[config.mk]
export PLATFORM = sky130hd
export DESIGN_NAME = dbus_bridge_flat
export DESIGN_NICKNAME = d
export VERILOG_FILES = /design/src/rtl/dbus_bridge_if.sv /design/src/rtl/dbus_bridge.sv /design/src/flat_wrapper.sv
export SDC_FILE = /design/constraint.sdc
export NUM_CORES = 1
export LEC_CHECK = 0
export ABC_AREA = 0
export ABC_CLOCK_PERIOD_IN_PS = 1970
export CORE_UTILIZATION = 45
export CTS_BUF_LIST = sky130_fd_sc_hd__clkbuf_4
export DETAILED_ROUTE_END_ITERATION = 10
export PLACE_DENSITY = 0.82
export RECOVER_POWER = 50
export SLEW_MARGIN = 20
export SYNTH_ARGS = -nofsm -noshare
export SYNTH_HDL_FRONTEND = slang
export SYNTH_SLANG_ARGS = --single-unit
[constraint.sdc]
create_clock -name clk_i -period 1.97 [get_ports clk_i]
set_input_delay 0.4925 -clock clk_i [delete_from_list [all_inputs] [get_ports clk_i]]
set_output_delay 0.4925 -clock clk_i [all_outputs]
set_load 0.05 [all_outputs]
[src/rtl/dbus_bridge_if.sv]
`default_nettype none
// ============================================================================
// dbus_bridge_if : LSU-side and memory-side bus signals of dbus_bridge
// Revision: 1.0
// ============================================================================
interface dbus_bridge_if;
  logic        dbus_rd_en;
  logic        dbus_wr_en;
  logic [31:0] dbus_addr;
  logic [31:0] dbus_wr_data;
  logic [3:0]  dbus_wr_strobe;
  logic [31:0] dbus_rd_data;
  logic        dbus_wait;
  logic        dbus_err;
  logic        mem_req;
  logic        mem_we;
  logic [31:0] mem_addr;
  logic [31:0] mem_wdata;
  logic [3:0]  mem_be;
  logic [31:0] mem_rdata;
  logic        mem_ack;
  logic        mem_err;

  // Bridge view: LSU requests and memory responses come in.
  modport slave (
    input  dbus_rd_en, dbus_wr_en, dbus_addr, dbus_wr_data, dbus_wr_strobe,
    input  mem_rdata, mem_ack, mem_err,
    output dbus_rd_data, dbus_wait, dbus_err,
    output mem_req, mem_we, mem_addr, mem_wdata, mem_be
  );

  // Environment view: LSU plus memory/peripheral bus.
  modport master (
    output dbus_rd_en, dbus_wr_en, dbus_addr, dbus_wr_data, dbus_wr_strobe,
    output mem_rdata, mem_ack, mem_err,
    input  dbus_rd_data, dbus_wait, dbus_err,
    input  mem_req, mem_we, mem_addr, mem_wdata, mem_be
  );
endinterface
`default_nettype wire

[src/rtl/dbus_bridge.sv]
`default_nettype none
// ============================================================================
// dbus_bridge : LSU to word-aligned memory bus bridge with timeout/error report
// Revision: 1.0
// ============================================================================
module dbus_bridge #(
  parameter int unsigned TIMEOUT = 15
) (
  input  logic          clk_i,
  input  logic          rst_i,
  dbus_bridge_if.slave  bus
);

  typedef enum logic [1:0] {
    S_IDLE = 2'd0,
    S_BUSY = 2'd1,
    S_DONE = 2'd2
  } state_e;

  localparam logic [7:0] C_TMO_LAST = 8'(TIMEOUT - 1);

  state_e      state_q, state_d;
  logic [7:0]  cnt_q, cnt_d;
  logic [31:0] addr_q, addr_d;
  logic [31:0] wdata_q, wdata_d;
  logic [3:0]  be_q, be_d;
  logic        we_q, we_d;
  logic [1:0]  off_q, off_d;
  logic [31:0] rdata_q, rdata_d;
  logic        err_q, err_d;

  logic        w_req;
  logic [1:0]  w_off;
  logic        w_misal;

  assign w_req   = bus.dbus_rd_en | bus.dbus_wr_en;
  assign w_off   = bus.dbus_addr[1:0];
  assign w_misal = bus.dbus_wr_en &
                   (((bus.dbus_wr_strobe == 4'h3) & w_off[0]) |
                    ((bus.dbus_wr_strobe == 4'hF) & (w_off != 2'd0)));

  always_comb begin
    state_d = state_q;
    cnt_d   = cnt_q;
    addr_d  = addr_q;
    wdata_d = wdata_q;
    be_d    = be_q;
    we_d    = we_q;
    off_d   = off_q;
    rdata_d = rdata_q;
    err_d   = 1'b0;

    case (state_q)
      S_IDLE: begin
        if (w_req) begin
          addr_d  = {bus.dbus_addr[31:2], 2'b00};
          wdata_d = bus.dbus_wr_data << {w_off, 3'b000};
          be_d    = bus.dbus_wr_en ? (bus.dbus_wr_strobe << w_off) : 4'hF;
          we_d    = bus.dbus_wr_en;
          off_d   = w_off;
          cnt_d   = 8'd0;
          if (w_misal) begin
            err_d   = 1'b1;
            state_d = S_DONE;
          end else begin
            state_d = S_BUSY;
          end
        end
      end
      S_BUSY: begin
        cnt_d = cnt_q + 8'd1;
        // A response in the last allowed cycle still counts as completion.
        if (bus.mem_ack | bus.mem_err) begin
          rdata_d = bus.mem_rdata >> {off_q, 3'b000};
          err_d   = bus.mem_err;
          state_d = S_DONE;
        end else if (cnt_q == C_TMO_LAST) begin
          err_d   = 1'b1;
          state_d = S_DONE;
        end
      end
      S_DONE: begin
        state_d = S_IDLE;
      end
      default: begin
        state_d = S_IDLE;
      end
    endcase
  end

  always_ff @(posedge clk_i) begin
    if (rst_i) begin
      state_q <= S_IDLE;
      cnt_q   <= 8'd0;
      addr_q  <= 32'd0;
      wdata_q <= 32'd0;
      be_q    <= 4'd0;
      we_q    <= 1'b0;
      off_q   <= 2'd0;
      rdata_q <= 32'd0;
      err_q   <= 1'b0;
    end else begin
      state_q <= state_d;
      cnt_q   <= cnt_d;
      addr_q  <= addr_d;
      wdata_q <= wdata_d;
      be_q    <= be_d;
      we_q    <= we_d;
      off_q   <= off_d;
      rdata_q <= rdata_d;
      err_q   <= err_d;
    end
  end

  // err_q is only ever set on entry to DONE, so it is already low elsewhere.
  assign bus.mem_req      = (state_q == S_BUSY);
  assign bus.mem_we       = we_q;
  assign bus.mem_addr     = addr_q;
  assign bus.mem_wdata    = wdata_q;
  assign bus.mem_be       = be_q;
  assign bus.dbus_rd_data = rdata_q;
  assign bus.dbus_err     = err_q;
  assign bus.dbus_wait    = w_req & (state_q != S_DONE) & ~rst_i;

endmodule
`default_nettype wire

[src/flat_wrapper.sv]
// flat-port wrapper written by rule: the top's interface ports become plain ports
module dbus_bridge_flat 
#(
  parameter int unsigned TIMEOUT = 15
)
  (clk_i, rst_i, bus_dbus_rd_en, bus_dbus_wr_en, bus_dbus_addr, bus_dbus_wr_data, bus_dbus_wr_strobe, bus_mem_rdata, bus_mem_ack, bus_mem_err, bus_dbus_rd_data, bus_dbus_wait, bus_dbus_err, bus_mem_req, bus_mem_we, bus_mem_addr, bus_mem_wdata, bus_mem_be);
  dbus_bridge_if bus_i ();
  input  logic clk_i;
  input  logic rst_i;
  input wire logic [$bits(bus_i.dbus_rd_en)-1:0] bus_dbus_rd_en;
  input wire logic [$bits(bus_i.dbus_wr_en)-1:0] bus_dbus_wr_en;
  input wire logic [$bits(bus_i.dbus_addr)-1:0] bus_dbus_addr;
  input wire logic [$bits(bus_i.dbus_wr_data)-1:0] bus_dbus_wr_data;
  input wire logic [$bits(bus_i.dbus_wr_strobe)-1:0] bus_dbus_wr_strobe;
  input wire logic [$bits(bus_i.mem_rdata)-1:0] bus_mem_rdata;
  input wire logic [$bits(bus_i.mem_ack)-1:0] bus_mem_ack;
  input wire logic [$bits(bus_i.mem_err)-1:0] bus_mem_err;
  output wire logic [$bits(bus_i.dbus_rd_data)-1:0] bus_dbus_rd_data;
  output wire logic [$bits(bus_i.dbus_wait)-1:0] bus_dbus_wait;
  output wire logic [$bits(bus_i.dbus_err)-1:0] bus_dbus_err;
  output wire logic [$bits(bus_i.mem_req)-1:0] bus_mem_req;
  output wire logic [$bits(bus_i.mem_we)-1:0] bus_mem_we;
  output wire logic [$bits(bus_i.mem_addr)-1:0] bus_mem_addr;
  output wire logic [$bits(bus_i.mem_wdata)-1:0] bus_mem_wdata;
  output wire logic [$bits(bus_i.mem_be)-1:0] bus_mem_be;
  assign bus_i.dbus_rd_en = bus_dbus_rd_en;
  assign bus_i.dbus_wr_en = bus_dbus_wr_en;
  assign bus_i.dbus_addr = bus_dbus_addr;
  assign bus_i.dbus_wr_data = bus_dbus_wr_data;
  assign bus_i.dbus_wr_strobe = bus_dbus_wr_strobe;
  assign bus_i.mem_rdata = bus_mem_rdata;
  assign bus_i.mem_ack = bus_mem_ack;
  assign bus_i.mem_err = bus_mem_err;
  assign bus_dbus_rd_data = bus_i.dbus_rd_data;
  assign bus_dbus_wait = bus_i.dbus_wait;
  assign bus_dbus_err = bus_i.dbus_err;
  assign bus_mem_req = bus_i.mem_req;
  assign bus_mem_we = bus_i.mem_we;
  assign bus_mem_addr = bus_i.mem_addr;
  assign bus_mem_wdata = bus_i.mem_wdata;
  assign bus_mem_be = bus_i.mem_be;
  dbus_bridge #(.TIMEOUT(TIMEOUT)) u_core (.clk_i(clk_i), .rst_i(rst_i), .bus(bus_i));
endmodule
==> results of run 1 <==
[logic make-up (layout without fill, tap and decap cells)]
| logic type | after synthesis | after routing | synth area share |
|---|---|---|---|
| XOR/XNOR | 2 | 2 | 0.003258 |
| AO/OA/AOI/OAI | 238 | 238 | 0.2636 |
| other | 1 | 3 | 0.0006973 |
| buffers and inverters | 75 | 270 | 0.06398 |
| adder cells (fa/ha/maj) | 2 | 2 | 0.004653 |
| flip-flops | 112 | 112 | 0.4169 |
| multiplexers | 44 | 44 | 0.1005 |
| AND/OR/NAND/NOR | 138 | 138 | 0.1463 |
[power groups by stage]
stage | Clock (W) | Sequential, W | Combinational (W)
3_5_place_dp | 0 | 0.00264 | 0.00222
5_1_grt | 0.00140 | 0.00261 | 0.00227
6_report | 0.00128 | 0.00259 | 0.00215
4_1_cts | 0.00130 | 0.00259 | 0.00220
3_3_place_gp | 0 | 0.00263 | 0.00219
2_1_floorplan | 0 | 0.00322 | 0.000774
[final cells by class]
cell class                 count  area [um2]  share of cell area
inverter                       5       22.52            0.002986
multi-input combinational    426        2821              0.3740
clock buffer                  10       75.07            0.009952
tap                          143       178.9             0.02372
antenna                        1       2.502           0.0003317
sequential                   112        2247              0.2979
timing repair buffer         249        2112              0.2800
clock inverter                 6       83.83             0.01111
[cells in the final DEF, fill, tap and decap left out, types with 2 or more instances in the layout]
| cell | n |
|---|---|
| buf_12 | 10 |
| conb_1 | 2 |
| o32ai_1 | 9 |
| dlygate4sd2_1 | 28 |
| o21ai_0 | 78 |
| ha_1 | 2 |
| a21oi_1 | 93 |
| or4_1 | 18 |
| or2_2 | 3 |
| nand2_1 | 10 |
| clkbuf_1 | 8 |
| bufinv_16 | 2 |
| clkbuf_4 | 10 |
| clkdlybuf4s50_1 | 101 |
| nor2b_1 | 11 |
| nand3_1 | 46 |
| nand4b_1 | 2 |
| mux4_2 | 8 |
| inv_1 | 4 |
| a311oi_1 | 3 |
| mux2i_1 | 36 |
| o21ba_2 | 2 |
| buf_4 | 39 |
| a211oi_1 | 25 |
| dfxtp_1 | 110 |
| nor2_1 | 10 |
| nand4_1 | 18 |
| clkinvlp_4 | 3 |
| and2_1 | 8 |
| buf_6 | 2 |
| a2bb2oi_1 | 16 |
| clkbuf_2 | 59 |
| nor3_1 | 3 |
| o221a_2 | 3 |
[state kept, by name (all words and copies together), names as in the netlist]
signal                   cells
u_core.bus.dbus_err          1
u_core.bus.dbus_rd_data     32
u_core.bus.mem_addr         30
u_core.bus.mem_be            4
u_core.bus.mem_wdata        32
u_core.bus.mem_we            1
u_core.cnt_q                 8
u_core.off_q                 2
u_core.state_q               2
[through the flow]
step	power, W	std cells	setup TNS [ns]	worst slack (ns)
after floorplan	0.003998	613	0	0.06468
after global placement	0.004814	931	-1.254	-0.1031
after detailed placement	0.004858	931	-3.784	-0.1581
after CTS	0.006091	948	-0.1163	-0.06616
after global routing	0.006273	952	0	0.001006
final	0.006015	952	0	0.01263
[worst paths after layout]
path	to	slack, ns	cells after the start
hold / removal	u_core.cnt_q[5]$_SDFFE_PP0P_	0.47	3
hold reg to reg	u_core.bus.mem_addr[24]$_SDFFE_PP0P_	0.49	2
setup reg to reg	u_core.bus.mem_wdata[12]$_SDFFE_PP0P_	0.09	4
setup / recovery	bus_dbus_wait	0.01	4
[routing by layer]
metal  wire length, um  up-vias  track usage
met3              1496       48      0.06014
li1                  -     2696            -
met1              7018     2732       0.3548
met4               593        0       0.1261
met5                 0        -            0
met2              8749      295       0.4871
[cell usage after synthesis, drive strengths merged, types with 5 or more instances]
| cell | instances |
|---|---|
| nand4 | 18 |
| buf | 20 |
| o32ai | 9 |
| or4 | 18 |
| and2 | 8 |
| inv | 5 |
| o21ai | 78 |
| clkbuf | 50 |
| a211oi | 25 |
| mux4 | 8 |
| a2bb2oi | 16 |
| nor2b | 12 |
| mux2i | 36 |
| nand3 | 46 |
| dfxtp | 112 |
| nor2 | 12 |
| a21oi | 93 |
| nand2 | 10 |
[worst reg2reg max path: stages, from the launching register on]
cell     delay (ns)
dfxtp_4        0.39
buf_4          0.14
or2_2          0.54
or4_1          0.58
a21oi_1        0.17
[what timing repair did]
| action | in CTS | in global routing |
|---|---|---|
| setup endpoints to repair | 29 | 2 |
| pin swaps | 1 | 1 |
| gates resized for setup | 35 | 1 |
| setup buffers | 1 | 3 |
==> flow_metrics.env, run 1 <==
export IMPL_portBuffers=207
export IMPL_worst_path_buf_inv=2
export IMPL_dieWidth_um=111.3
export IMPL_yosys_warnings=0
export IMPL_worstPathArrival_ns=1.46
export IMPL_clock_sinks=112
export IMPL_worstHoldStart="rst_i"
export IMPL_skew_ns=0.02493
export IMPL_startpoint="bus_dbus_rd_en"
export IMPL_first_global_vias=5589
export IMPL_gp_congestion=0.9660
export IMPL_required_ns=1.48
export IMPL_avgSynthCellArea_um2=8.787
export IMPL_die_h_um=111.3
export IMPL_core_um2=11520
export IMPL_slowest_delay_ns=0.56
export IMPL_synth_area_leader_cell="dfxtp_1"
export IMPL_violations="DRC"
export IMPL_wl_mm=17.86
export IMPL_synth_edf_count=0
export IMPL_rsz0062_at_grt="no"
export IMPL_syn_inst=612
export IMPL_grt_max_degree=50
export IMPL_path_clk_slew_ns=0.18
export IMPL_ys_flop_type="dfxtp_1"
export IMPL_worst_slew_pin_slew_ns=0.7612
export IMPL_grt_util_all_layers=0.2882
export IMPL_rows=39
export IMPL_p_leak_nw=2.949
export IMPL_yosys_cell_types_count=47
export IMPL_p_seq_frac=0.430
export IMPL_reg2reg_from="u_core.state_q[1]$_SDFFE_PP0P_"
export IMPL_path_delay_family="buffers and inverters"
export IMPL_p_clk_frac=0.212
export IMPL_dieArea_um2=12390
export IMPL_yosysSeqAreaShare=0.4169
export IMPL_crit_chain="clkdlybuf4s50_1 > nor2_4 > nor3_4 > buf_6"
export IMPL_final_core_util=0.6550
export IMPL_ys_ff_latch=112
export IMPL_max_slew_margin=0.4918
export IMPL_finalCritPeriodShare=0.9936
export IMPL_setup_viol=0
export IMPL_antenna_left=0
export IMPL_final_nets=911
export IMPL_maxCapViolations=0
export IMPL_post_dp_hpwl_mm=12.92
export IMPL_fmax_mhz=510.9
export IMPL_io_pins=210
export IMPL_worstSkewPairLatency_ns=0.49
export IMPL_cts_htree_levels=3
export IMPL_viasPerCell=6.062
export IMPL_fin_hold_ws_ns=0.4715
export IMPL_synth_top_area_frac=0.4169
export IMPL_wl_per_cell_um=18.76
export IMPL_stdcell_area_um2=7543
export IMPL_nFillCells=986
export IMPL_drtIter0Drc=663
export IMPL_post_route_cells_drive_above_1_share=0.1869
export IMPL_hold_violations=0
export IMPL_vdd_ir_drop_max_mv=0.5192
export IMPL_p_sw_frac=0.3775
export IMPL_grt_ovfl_total=0
export IMPL_syn_to_final_growth_pct=40.27
export IMPL_cts_root_buf="clkbuf_4"
export IMPL_critPathSlowestCell="clkdlybuf4s50_1"
export IMPL_crit_path_end_kind="output port"
export IMPL_startpoint_type="input port"
export IMPL_num_vias=5771
export IMPL_drv_slew=0
export IMPL_cts_buffers=9
export IMPL_status="complete, but fails checks"
export IMPL_p_per_area_nw_per_um2=797.4
export IMPL_period_minus_slack_ns=1.957
export IMPL_drc_errors=28
export IMPL_p_int_w=0.003744
export IMPL_first_pass_iters=8
export IMPL_hold_buffers=0
export IMPL_power_frac_comb=0.358
export IMPL_cts_buffer_depth=2
export IMPL_hold_path_class="in2reg"
export IMPL_crit_fanout=3
export IMPL_cts_tree="done"
export IMPL_initial_core_util=0.4670
export IMPL_grt_pass1_wl_mm=28.92
export IMPL_netlist_area_um2=5378
export IMPL_synthArstFlopShare=0
export IMPL_antenna_found_initial=1
export IMPL_place_area_um2=7548
export IMPL_crit_type="in2out"
export IMPL_p_sw_w=0.002271
export IMPL_ys_top_cells_by_area="dfxtp_1 42%, a21oi_1 8.7%, o21ai_0 7.3%"
Note: power is estimated with default switching activity, not from simulation.
==> run 2, diff against run 1 <==
ABC_CLOCK_PERIOD_IN_PS = 2200   (was 1970)
clock period = 2.2 ns   (was 1.97 ns; I/O delays follow)
==> run 2 against run 1 <==
Largest cell class unchanged. Total power shrank 13%. Count of clock-buffer cells in the layout up 1. Clock skew is 0.013 ns lower. The run still ends with DRC left.
==> flow_metrics.env, run 2 (same netlist as run 1, synthesis figures left out) <==
export IMPL_reg2reg_to="u_core.bus.mem_addr[31]$_SDFFE_PP0P_"
export IMPL_wl_met3_mm=1.513
export IMPL_reg2reg_from="u_core.state_q[0]$_SDFFE_PP0P_"
export IMPL_critPathSlowestCell="clkdlybuf4s50_1"
export IMPL_grt_util_all_layers=0.2854
export IMPL_final_cell_mix="110 x dfxtp_1, 103 x clkdlybuf4s50_1, 93 x a21oi_1"
export IMPL_p_sw_frac=0.3868
export IMPL_p_per_area_nw_per_um2=694.8
export IMPL_wl_met2_mm=8.807
export IMPL_m1WireLength_mm=7.003
export IMPL_fmax_mhz=466.1
export IMPL_hold_violations=0
export IMPL_final_nets=895
export IMPL_cts_tree="done"
export IMPL_p_total_w=0.005226
export IMPL_final_common_cell="dfxtp_1"
export IMPL_crit_path_end="bus_dbus_err"
export IMPL_crit_chain="clkdlybuf4s50_1"
export IMPL_grt_ovfl_total=0
export IMPL_grt_max_degree=58
export IMPL_required_ns=1.65
export IMPL_setup_viol=0
export IMPL_drtIter0Drc=495
export IMPL_p_int_w=0.003205
export IMPL_top_layer="met4"
export IMPL_path_clk_slew_ns=0.16
export IMPL_cp_num_cells=1
export IMPL_power_frac_comb=0.355
export IMPL_startpoint_type="register"
export IMPL_dieArea_um2=12390
export IMPL_drv_slew=0
export IMPL_place_area_um2=7565
export IMPL_hold_buffers=0
export IMPL_crit_path_end_kind="output port"
export IMPL_status="complete, but fails checks"
export IMPL_first_global_vias=5716
export IMPL_period_minus_slack_ns=2.145
export IMPL_startpoint="u_core.bus.dbus_err$_SDFF_PP0_"
export IMPL_multi_input_area_um2=2813
export IMPL_p_sw_w=0.002021
export IMPL_io_pins=210
export IMPL_core_um2=11520
export IMPL_max_slew_margin=0.4462
export IMPL_crit_fanout=1
export IMPL_gp_congestion=0.9442
export IMPL_hold_path_class="in2reg"
export IMPL_antenna_found_initial=1
export IMPL_post_cts_resized=92
export IMPL_r2r_slack_ns=0.21
export IMPL_skew_ns=0.01169
export IMPL_cts_setup_buffers=0
export IMPL_cts_buffers=9
export IMPL_wl_per_cell_um=19.08
export IMPL_rows=39
export IMPL_portBuffers=207
export IMPL_crit_type="reg2out"
export IMPL_rsz0062_at_grt="no"
export IMPL_path_delay_family="buffers and inverters"
export IMPL_viasPerCell=6.021
export IMPL_nFillCells=1001
export IMPL_wl_mm=17.86
export IMPL_post_route_cells_drive_above_1_share=0.08081
export IMPL_reg2reg_depth=4
export IMPL_p_leak_nw=3.002
export IMPL_worstPathArrival_ns=1.60
export IMPL_dieWidth_um=111.3
export IMPL_cts_buffer_depth=2
export IMPL_grt_pass1_wl_mm=28.72
export IMPL_die_h_um=111.3
export IMPL_p_seq_frac=0.444
export IMPL_worstSkewPairLatency_ns=0.47
export IMPL_p_clk_frac=0.202
export IMPL_syn_to_final_growth_pct=39.86
export IMPL_drc_errors=28
export IMPL_vdd_ir_drop_max_mv=0.3794
export IMPL_worst_path_buf_inv=1
export IMPL_cts_root_buf="clkbuf_4"
export IMPL_clock_sinks=112
export IMPL_stdcell_area_um2=7521
export IMPL_antenna_left=0
export IMPL_regArea_um2=2245
export IMPL_maxCapViolations=0
export IMPL_num_vias=5636
export IMPL_first_pass_iters=8
export IMPL_slowest_delay_ns=0.80
export IMPL_violations="DRC"
export IMPL_finalCritPeriodShare=0.9751
export IMPL_cts_htree_levels=3
export IMPL_initial_core_util=0.4670
export IMPL_post_dp_hpwl_mm=12.68
export IMPL_worst_slew_pin_slew_ns=0.8306
==> run 2: cell types whose count changed in the layout (fill, tap and decap cells not counted), sizes merged <==
cell | previous run | this run
clkinvlp | 3 | 2
clkdlybuf4s50 | 101 | 103
dlygate4sd2 | 28 | 90
inv | 4 | 5
clkbuf | 77 | 28
bufinv | 2 | 1
buf | 52 | 22
==> run 2: metal layers <==
metal | global-route usage | vias to the layer above
li1 | - | 2648
met1 | 0.3313 | 2670
met2 | 0.4917 | 278
met3 | 0.07108 | 40
met4 | 0.1378 | 0
met5 | 0 | -
==> run 2: per-stage QoR <==
stage | setup WS (ns) | utilization | std cells | hold WS, ns | setup TNS [ns]
after global routing | 0.01566 | 0.6531 | 936 | 0.2539 | 0
after global placement | 0.05221 | 0.6569 | 919 | 0.4593 | 0
final | 0.05467 | 0.6531 | 936 | 0.2725 | 0
after detailed placement | -0.02373 | 0.6569 | 919 | 0.4677 | -0.02373
after floorplan | 0.01269 | - | 613 | 0.4756 | 0
after CTS | 0.0002230 | 0.6595 | 935 | 0.2440 | 0
==> run 2: how the worst min path moves through the flow <==
stage,from,endpoint,depth (start not counted)
final,rst_i,u_core.bus.mem_wdata[14]$_SDFFE_PP0P_,2
after CTS,rst_i,u_core.bus.mem_wdata[14]$_SDFFE_PP0P_,2
after global placement,u_core.bus.dbus_rd_data[27]$_SDFFE_PP0P_,u_core.bus.dbus_rd_data[27]$_SDFFE_PP0P_,2
after detailed placement,u_core.bus.mem_wdata[1]$_SDFFE_PP0P_,u_core.bus.mem_wdata[1]$_SDFFE_PP0P_,2
after global routing,rst_i,u_core.bus.mem_wdata[14]$_SDFFE_PP0P_,2
after floorplan,u_core.cnt_q[6]$_SDFFE_PP0P_,u_core.cnt_q[6]$_SDFFE_PP0P_,1
==> run 2: power groups by stage <==
stage	registers [W]	clock network, W	logic [W]
after floorplan	0.00289	0	0.000691
after global placement	0.00236	0	0.00193
after detailed placement	0.00236	0	0.00197
after CTS	0.00232	0.00108	0.00188
after global routing	0.00234	0.00116	0.00196
final	0.00232	0.00105	0.00185
==> run 2: cell type report <==
cell class | instances | share of cell area
sequential | 112 | 0.2985
inverter | 5 | 0.002495
multi-input combinational | 426 | 0.3740
antenna | 1 | 0.0003327
timing repair buffer | 233 | 0.2823
clock inverter | 5 | 0.007653
clock buffer | 11 | 0.01098
tap | 143 | 0.02379
